**src/rtl/rv_core_pkg.sv**
```systemverilog
// rtl/rv_core_pkg.sv - shared encodings for the multi-cycle RISC-V core
package rv_core_pkg;

  localparam logic [6:0] OP_IMM = 7'b0010011;
  localparam logic [6:0] OP     = 7'b0110011;
  localparam logic [6:0] LUI    = 7'b0110111;
  localparam logic [6:0] AUIPC  = 7'b0010111;
  localparam logic [6:0] JAL    = 7'b1101111;
  localparam logic [6:0] JALR   = 7'b1100111;
  localparam logic [6:0] BRANCH = 7'b1100011;

  localparam logic [2:0] F3_ADD  = 3'd0;
  localparam logic [2:0] F3_SLL  = 3'd1;
  localparam logic [2:0] F3_SLT  = 3'd2;
  localparam logic [2:0] F3_SLTU = 3'd3;
  localparam logic [2:0] F3_XOR  = 3'd4;
  localparam logic [2:0] F3_SR   = 3'd5;
  localparam logic [2:0] F3_OR   = 3'd6;
  localparam logic [2:0] F3_AND  = 3'd7;

  localparam logic [2:0] F3_BEQ  = 3'd0;
  localparam logic [2:0] F3_BNE  = 3'd1;
  localparam logic [2:0] F3_BLT  = 3'd4;
  localparam logic [2:0] F3_BGE  = 3'd5;
  localparam logic [2:0] F3_BLTU = 3'd6;
  localparam logic [2:0] F3_BGEU = 3'd7;

  localparam logic [6:0] F7_BASE = 7'b0000000;
  localparam logic [6:0] F7_ALT  = 7'b0100000;

  typedef enum logic [4:0] {
    S_FETCH      = 5'b00001,
    S_DECODE     = 5'b00010,
    S_EXECUTE    = 5'b00100,
    S_WRITE_BACK = 5'b01000,
    S_TRAP       = 5'b10000
  } state_t;

  typedef enum logic [3:0] {
    ALU_ADD, ALU_SUB, ALU_SLL, ALU_SLT, ALU_SLTU,
    ALU_XOR, ALU_SRL, ALU_SRA, ALU_OR, ALU_AND, ALU_PASS_B
  } alu_op_t;

  typedef enum logic [1:0] {K_ALU, K_BRANCH, K_JAL, K_JALR} kind_t;

  // alt selects SUB/SRA; callers only raise it when inst[30] is meaningful
  function automatic alu_op_t base_alu_op(input logic [2:0] f3, input logic alt);
    case (f3)
      F3_ADD:  return alt ? ALU_SUB : ALU_ADD;
      F3_SLL:  return ALU_SLL;
      F3_SLT:  return ALU_SLT;
      F3_SLTU: return ALU_SLTU;
      F3_XOR:  return ALU_XOR;
      F3_SR:   return alt ? ALU_SRA : ALU_SRL;
      F3_OR:   return ALU_OR;
      default: return ALU_AND;
    endcase
  endfunction

endpackage

```
**src/rtl/rv_alu.sv**
```systemverilog
// rtl/rv_alu.sv - combinational integer ALU with branch compare flags
module rv_alu
  import rv_core_pkg::*;
(
  input  alu_op_t     op,
  input  logic [31:0] a,
  input  logic [31:0] b,
  output logic [31:0] y,
  output logic        eq,
  output logic        lt,
  output logic        ltu
);

  assign eq  = (a == b);
  assign lt  = ($signed(a) < $signed(b));
  assign ltu = (a < b);

  always_comb begin
    y = '0;
    case (op)
      ALU_ADD:    y = a + b;
      ALU_SUB:    y = a - b;
      ALU_SLL:    y = a << b[4:0];
      ALU_SLT:    y = {31'd0, lt};
      ALU_SLTU:   y = {31'd0, ltu};
      ALU_XOR:    y = a ^ b;
      ALU_SRL:    y = a >> b[4:0];
      ALU_SRA:    y = $unsigned($signed(a) >>> b[4:0]);
      ALU_OR:     y = a | b;
      ALU_AND:    y = a & b;
      ALU_PASS_B: y = b;
      default:    y = '0;
    endcase
  end

endmodule

```
**src/rtl/rv_multicycle_core.sv**
```systemverilog
// rtl/rv_multicycle_core.sv - four-state RV32I/E integer core, traps on unsupported encodings
module rv_multicycle_core
  import rv_core_pkg::*;
#(
  parameter int          NUM_REGS = 16,
  parameter logic [31:0] RESET_PC = 32'h0000_0000
) (
  input  logic        clk,
  input  logic        reset,
  output logic        imem_req,
  output logic [31:0] imem_addr,
  input  logic [31:0] imem_rdata,
  input  logic        imem_valid,
  output logic        retire,
  output logic        halted,
  output logic [31:0] pc_out
);

  localparam int         IW        = $clog2(NUM_REGS);
  localparam logic [5:0] REG_LIMIT = 6'(NUM_REGS);

  state_t      state;
  logic [31:0] pc, inst, a_q, b_q, result_q, next_pc_q;
  logic [31:0] regs [NUM_REGS];

  logic [6:0]  opcode, f7;
  logic [4:0]  rd, rs1, rs2;
  logic [2:0]  f3;
  logic [31:0] imm_i, imm_b, imm_u, imm_j, rs1_val, rs2_val;

  assign opcode = inst[6:0];
  assign rd     = inst[11:7];
  assign f3     = inst[14:12];
  assign rs1    = inst[19:15];
  assign rs2    = inst[24:20];
  assign f7     = inst[31:25];

  assign imm_i = {{20{inst[31]}}, inst[31:20]};
  assign imm_b = {{19{inst[31]}}, inst[31], inst[7], inst[30:25], inst[11:8], 1'b0};
  assign imm_u = {inst[31:12], 12'd0};
  assign imm_j = {{11{inst[31]}}, inst[31], inst[19:12], inst[20], inst[30:21], 1'b0};

  assign rs1_val = (rs1 == 5'd0) ? '0 : regs[rs1[IW-1:0]];
  assign rs2_val = (rs2 == 5'd0) ? '0 : regs[rs2[IW-1:0]];

  // inst stays latched for the whole instruction, so decode is shared by all states
  kind_t       kind;
  alu_op_t     alu_op;
  logic [31:0] dec_a, dec_b;
  logic        use_rd, use_rs1, use_rs2, bad_enc, illegal;

  always_comb begin
    kind    = K_ALU;
    alu_op  = ALU_ADD;
    dec_a   = rs1_val;
    dec_b   = imm_i;
    use_rd  = 1'b0;
    use_rs1 = 1'b0;
    use_rs2 = 1'b0;
    bad_enc = 1'b0;
    case (opcode)
      OP_IMM: begin
        use_rd  = 1'b1;
        use_rs1 = 1'b1;
        alu_op  = base_alu_op(f3, (f3 == F3_SR) && (f7 == F7_ALT));
        bad_enc = ((f3 == F3_SLL) && (f7 != F7_BASE)) ||
                  ((f3 == F3_SR) && (f7 != F7_BASE) && (f7 != F7_ALT));
      end
      OP: begin
        use_rd  = 1'b1;
        use_rs1 = 1'b1;
        use_rs2 = 1'b1;
        dec_b   = rs2_val;
        alu_op  = base_alu_op(f3, f7 == F7_ALT);
        bad_enc = !((f7 == F7_BASE) ||
                    ((f7 == F7_ALT) && ((f3 == F3_ADD) || (f3 == F3_SR))));
      end
      LUI: begin
        use_rd = 1'b1;
        alu_op = ALU_PASS_B;
        dec_b  = imm_u;
      end
      AUIPC: begin
        use_rd = 1'b1;
        dec_a  = pc;
        dec_b  = imm_u;
      end
      JAL: begin
        use_rd = 1'b1;
        kind   = K_JAL;
      end
      JALR: begin
        use_rd  = 1'b1;
        use_rs1 = 1'b1;
        kind    = K_JALR;
        bad_enc = (f3 != 3'd0);
      end
      BRANCH: begin
        use_rs1 = 1'b1;
        use_rs2 = 1'b1;
        kind    = K_BRANCH;
        alu_op  = ALU_SUB;
        dec_b   = rs2_val;
        bad_enc = (f3 == 3'd2) || (f3 == 3'd3);
      end
      default: bad_enc = 1'b1;
    endcase
  end

  assign illegal = bad_enc ||
                   (use_rd  && ({1'b0, rd}  >= REG_LIMIT)) ||
                   (use_rs1 && ({1'b0, rs1} >= REG_LIMIT)) ||
                   (use_rs2 && ({1'b0, rs2} >= REG_LIMIT));

  logic [31:0] alu_y;
  logic        cmp_eq, cmp_lt, cmp_ltu;

  rv_alu u_alu (
    .op  (alu_op),
    .a   (a_q),
    .b   (b_q),
    .y   (alu_y),
    .eq  (cmp_eq),
    .lt  (cmp_lt),
    .ltu (cmp_ltu)
  );

  logic        branch_cond, taken;
  logic [31:0] target, link;

  assign link = pc + 32'd4;

  always_comb begin
    case (f3)
      F3_BEQ:  branch_cond = cmp_eq;
      F3_BNE:  branch_cond = !cmp_eq;
      F3_BLT:  branch_cond = cmp_lt;
      F3_BGE:  branch_cond = !cmp_lt;
      F3_BLTU: branch_cond = cmp_ltu;
      F3_BGEU: branch_cond = !cmp_ltu;
      default: branch_cond = 1'b0;
    endcase
  end

  always_comb begin
    taken  = 1'b0;
    target = link;
    case (kind)
      K_BRANCH: begin
        taken = branch_cond;
        if (branch_cond) target = pc + imm_b;
      end
      K_JAL: begin
        taken  = 1'b1;
        target = pc + imm_j;
      end
      K_JALR: begin
        taken  = 1'b1;
        target = alu_y & ~32'd1;
      end
      default: ;
    endcase
  end

  always_ff @(posedge clk) begin
    if (!reset) begin
      state     <= S_FETCH;
      pc        <= RESET_PC;
      inst      <= '0;
      a_q       <= '0;
      b_q       <= '0;
      result_q  <= '0;
      next_pc_q <= '0;
      imem_req  <= 1'b1;
      retire    <= 1'b0;
      halted    <= 1'b0;
      for (int i = 0; i < NUM_REGS; i++) regs[i] <= '0;
    end else begin
      retire <= 1'b0;
      case (state)
        S_FETCH: begin
          if (imem_valid) begin
            inst     <= imem_rdata;
            imem_req <= 1'b0;
            state    <= S_DECODE;
          end
        end
        S_DECODE: begin
          if (illegal) begin
            state  <= S_TRAP;
            halted <= 1'b1;
          end else begin
            a_q   <= dec_a;
            b_q   <= dec_b;
            state <= S_EXECUTE;
          end
        end
        S_EXECUTE: begin
          if (taken && (target[1:0] != 2'b00)) begin
            state  <= S_TRAP;
            halted <= 1'b1;
          end else begin
            result_q  <= ((kind == K_JAL) || (kind == K_JALR)) ? link : alu_y;
            next_pc_q <= target;
            retire    <= 1'b1;
            state     <= S_WRITE_BACK;
          end
        end
        S_WRITE_BACK: begin
          if ((kind != K_BRANCH) && (rd != 5'd0)) regs[rd[IW-1:0]] <= result_q;
          pc       <= next_pc_q;
          imem_req <= 1'b1;
          state    <= S_FETCH;
        end
        S_TRAP: ;
        default: begin
          state  <= S_TRAP;
          halted <= 1'b1;
        end
      endcase
    end
  end

  assign imem_addr = pc;
  assign pc_out    = pc;

endmodule

```
**config.mk**
```make
export PLATFORM = sky130hd
export DESIGN_NAME = rv_multicycle_core
export DESIGN_NICKNAME = d
export VERILOG_FILES = /design/src/rtl/rv_core_pkg.sv /design/src/rtl/rv_alu.sv /design/src/rtl/rv_multicycle_core.sv
export SDC_FILE = /design/constraint.sdc
export NUM_CORES = 2
export LEC_CHECK = 0
export ABC_AREA = 1
export BUFFER_PORTS_ARGS = -buffer_cell sky130_fd_sc_hd__buf_2
export CORE_MARGIN = 2
export CORE_UTILIZATION = 40
export CTS_CLUSTER_SIZE = 16
export DETAILED_ROUTE_END_ITERATION = 12
export PLACE_DENSITY_LB_ADDON = 0.15
export REMOVE_ABC_BUFFERS = 1
export SLEW_MARGIN = 20
export SYNTH_ARGS = -nofsm -noshare
export SYNTH_HDL_FRONTEND = slang
export SYNTH_HIERARCHICAL = 1
export SYNTH_SLANG_ARGS = --single-unit
```
**constraint.sdc**
```tcl
create_clock -name clk -period 7.21 [get_ports clk]
set_clock_uncertainty 0.15 [all_clocks]
set_input_delay 1.442 -clock clk [delete_from_list [all_inputs] [get_ports clk]]
set_output_delay 1.442 -clock clk [all_outputs]
set_load 0.05 [all_outputs]
```
==> impl_metrics.py <==
metrics = {
    "cells_and_area": {
        "multi_input_comb_area_mm2": 0.0273,
        "nNetsFinal": 7552,
        "final_cell_count_no_fill": 9103,
        "filler_cell_count": 13400,
        "postLayoutCellArea_mm2": 0.0555,
        "area_growth_syn_to_layout_pct": 7.56,
        "layout-drive-gt1-share": 0.0626,
        "seqCellArea_mm2": 0.0196,
    },
    "placed_design": {
        "gp_routability_congestion": 1.13,
        "placed_cells": 8945,
        "hpwl_mm": 174,
        "port-buffer-count": 101,
        "dpl-instance-area_mm2": 0.0527,
    },
    "sta": {
        "slew_headroom": 0.207,
        "count_of_pins_over_their_slew_limit": 0,
        "fmax_ghz": 0.167,
        "tns_ns": 0,
        "finalHoldViolations": 0,
        "layout_worst_path_cycle_share": 0.830,
        "unrepaired_setup_endpoints_after_global_routing": "false",
        "max_slew.worst_pin.slew_ns": 1.19,
        "period_minus_slack_ns": 5.99,
        "setup_viol_count_final": 0,
    },
    "grt": {
        "grt_util_all_layers": 0.373,
        "grt_first_pass_wirelength_mm": 359,
        "aggregate_global_routing_overflow": 0,
        "maximum_number_of_pins_on_one_net_before_global_route_repair": 185,
        "grt_pass1_vias": 50400,
        "antenna_violations_before_repair": 13,
    },
    "clock_network": {
        "clk_path_buf_depth": 3,
        "post_cts_resized": 0,
        "post_cts_buffers": 0,
        "clock_sink_count": 720,
        "ctsRootBufferMaster": "clkbuf_16",
        "tritoncts_clock_tree": "done",
        "htreeDepth": 3,
        "post_cts_hold_buffer_count": 0,
        "cts.reportedPaths.clkPinSlew_ns": 0.06,
        "numCtsBuffers": 85,
        "clk-insertion-delay-late_ns": 0.72,
    },
    "route": {
        "postRouteWirelength_mm": 255,
        "drtIter0Drc": 8535,
        "route.vias.total": 55800,
        "firstDrtPassIters": 9,
        "avgViaCountPerCell": 6.13,
        "antenna_left": 0,
        "drc": 0,
        "wire_per_inst_um": 28.0,
    },
    "worst_hold_path": {
        "hold_depth": 2,
        "holdCritPathClass": "reg2reg",
        "worstHoldStart": "next_pc_q[12]",
    },
    "die": {
        "die_width_um": 363,
        "die_area_mm2": 0.132,
        "initial_core_util": 0.404,
        "die_h_um": 363,
        "placementRows": 131,
        "ios": 102,
        "core_area_mm2": 0.128,
    },
    "yosys": {
        "synth_async_sr_flop_share": 0,
        "synth_top_cells_by_area": "edfxtp_1 30%, nand2_1 13%, nor2_1 10%",
        "synth.most_common_cell": "nand2_1",
        "netlist.area_leader.share": 0.298,
        "ys_ff_latch": 720,
        "synth_sequential_area_ratio": 0.379,
        "synth.cell_area_mm2": 0.0516,
        "synthTopCellsByCount": "1,752 x nand2_1, 1,388 x nor2_1, 859 x nand3_1",
        "synth.lib_cells_used.distinct": 57,
        "synth-warning-count": 6,
        "dominantRegCellSynth": "edfxtp_1",
        "synth_top_area_cell": "edfxtp_1",
        "postSynthCellCount": 7607,
        "synth-edff-count": 512,
        "synth.avg_cell_area_um2": 6.78,
    },
    "critical_path": {
        "critPathLaunchType": "register",
        "critPathLaunch": "inst[31]",
        "crit_arrival_ns": 6.42,
        "criticalPathCategory": "reg2reg",
        "number_of_cells_on_the_worst_reg_to_reg_path": 23,
        "timing.rr.start": "inst[31]",
        "timing.critical_path.to_type": "register",
        "worst_ep_required_time_ns": 7.64,
        "worstPathMaxFanout": 70,
    },
    "power": {
        "worst_ir_drop_vdd_v": 0.000178,
        "power.leakage_nw": 23.0,
        "power-per-cell-area_mw_per_mm2": 193,
    },
    "job": {
        "max_cap_viol_count": 0,
    },
    "status": {
        "status": "finished, final reports clean",
    },
}
metrics by stage:
| step | hold slack, ns | power (mW) | util | worst slack [ns] |
|---|---|---|---|---|
| 6_report | 0.305 | 10.7 | 0.434 | 1.22 |
| 5_1_grt | 0.329 | 11.0 | 0.434 | 0.746 |
| 4_1_cts | 0.306 | 10.7 | 0.434 | 1.42 |
| 3_5_place_dp | 0.296 | 6.29 | 0.412 | 1.46 |
| 3_3_place_gp | 0.281 | 6.28 | 0.412 | 1.64 |
| 2_1_floorplan | 0.279 | 5.62 | - | -4.57 |
worst max-delay path, cell delays in order (launching register included):
cell and delay (ns):
dfxtp_1 0.69, nor2_1 0.32, nand2_1 0.09, nor3_2 0.25, nand3_1 0.16, o2111ai_1 0.21
nand2_1 0.07, nand2_1 0.31, nor2_4 0.09, nand2_1 0.43, buf_4 0.36, o22ai_1 0.12
nor4_1 0.23, nand4_1 0.39, inv_1 0.20, o21ai_1 0.09, inv_1 0.06, nand2_1 0.05
nand2_1 0.12, nand3_4 0.10, nand2_4 0.32, nand2_4 0.56, nor2_1 0.31, nor2_1 0.09
power by group:
group	switching [mW]	internal (mW)	total, mW	leakage, nW
Sequential	0.149	4.55	4.70	6.98
Combinational	1.20	0.381	1.58	14.7
Clock	1.95	2.51	4.45	1.38
logic make-up (layout without fill, tap and decap cells):
family | after synthesis | after routing | synth area share
and+or+nand+nor | 4242 | 4242 | 0.342
AOI/OAI and AO/OA | 1301 | 1301 | 0.144
buffers and inverters | 1166 | 999 | 0.0937
DFF | 720 | 720 | 0.379
adders and majority gates | 147 | 147 | 0.0362
xor gates and xnor gates | 29 | 29 | 0.00492
muxes | 2 | 2 | 0.000388
other | 0 | 1 | 0
layout make-up:
class | instances | share of cell area
diodes | 1 | 0.0000451
inverters | 646 | 0.0441
multi-input cells | 5721 | 0.492
clock buffers | 106 | 0.0409
repair buffers | 196 | 0.0228
clock inverters | 51 | 0.00979
well taps | 1662 | 0.0375
flip-flops and latches | 720 | 0.353
worst paths after layout:
check	slack [ns]	to
worst min register to register	0.30	imem_addr[12]
worst min-delay path	0.30	imem_addr[12]
worst max-delay path	1.22	result_q[13]
worst max register to register	1.22	result_q[13]
registers in the layout, indices dropped and copies added, names as in the netlist, named ones only:
signal	cells
state	5
halted	1
next_pc_q	32
result_q	32
regs	512
imem_addr	32
imem_req	1
b_q	32
a_q	32
inst	32
retire	1
cells in the final DEF (no fill, tap or decap), types with 25 or more instances in the layout:
cell type,count
a21oi_1,320
buf_2,100
buf_4,92
clkbuf_16,87
clkinv_1,41
dfxtp_1,197
edfxtp_1,512
ha_1,143
inv_1,591
nand2_1,1720
nand2_2,40
nand3_1,859
nand3b_1,25
nand4_1,53
nor2_1,1388
nor3_1,67
o211ai_1,35
o21a_1,26
o21ai_0,632
o21ai_1,27
o221ai_1,137
o22ai_1,73
or2_2,25
xor2_1,26
metal layers:
layer  track usage  vias up  wire (um)
met5             0        -         85
met4         0.214       12      17200
met3        0.0900      723      30200
met2         0.563     3784     108000
met1         0.488    26500      98900
li1              -    24800          -
Note: power is estimated with default switching activity, not from simulation.
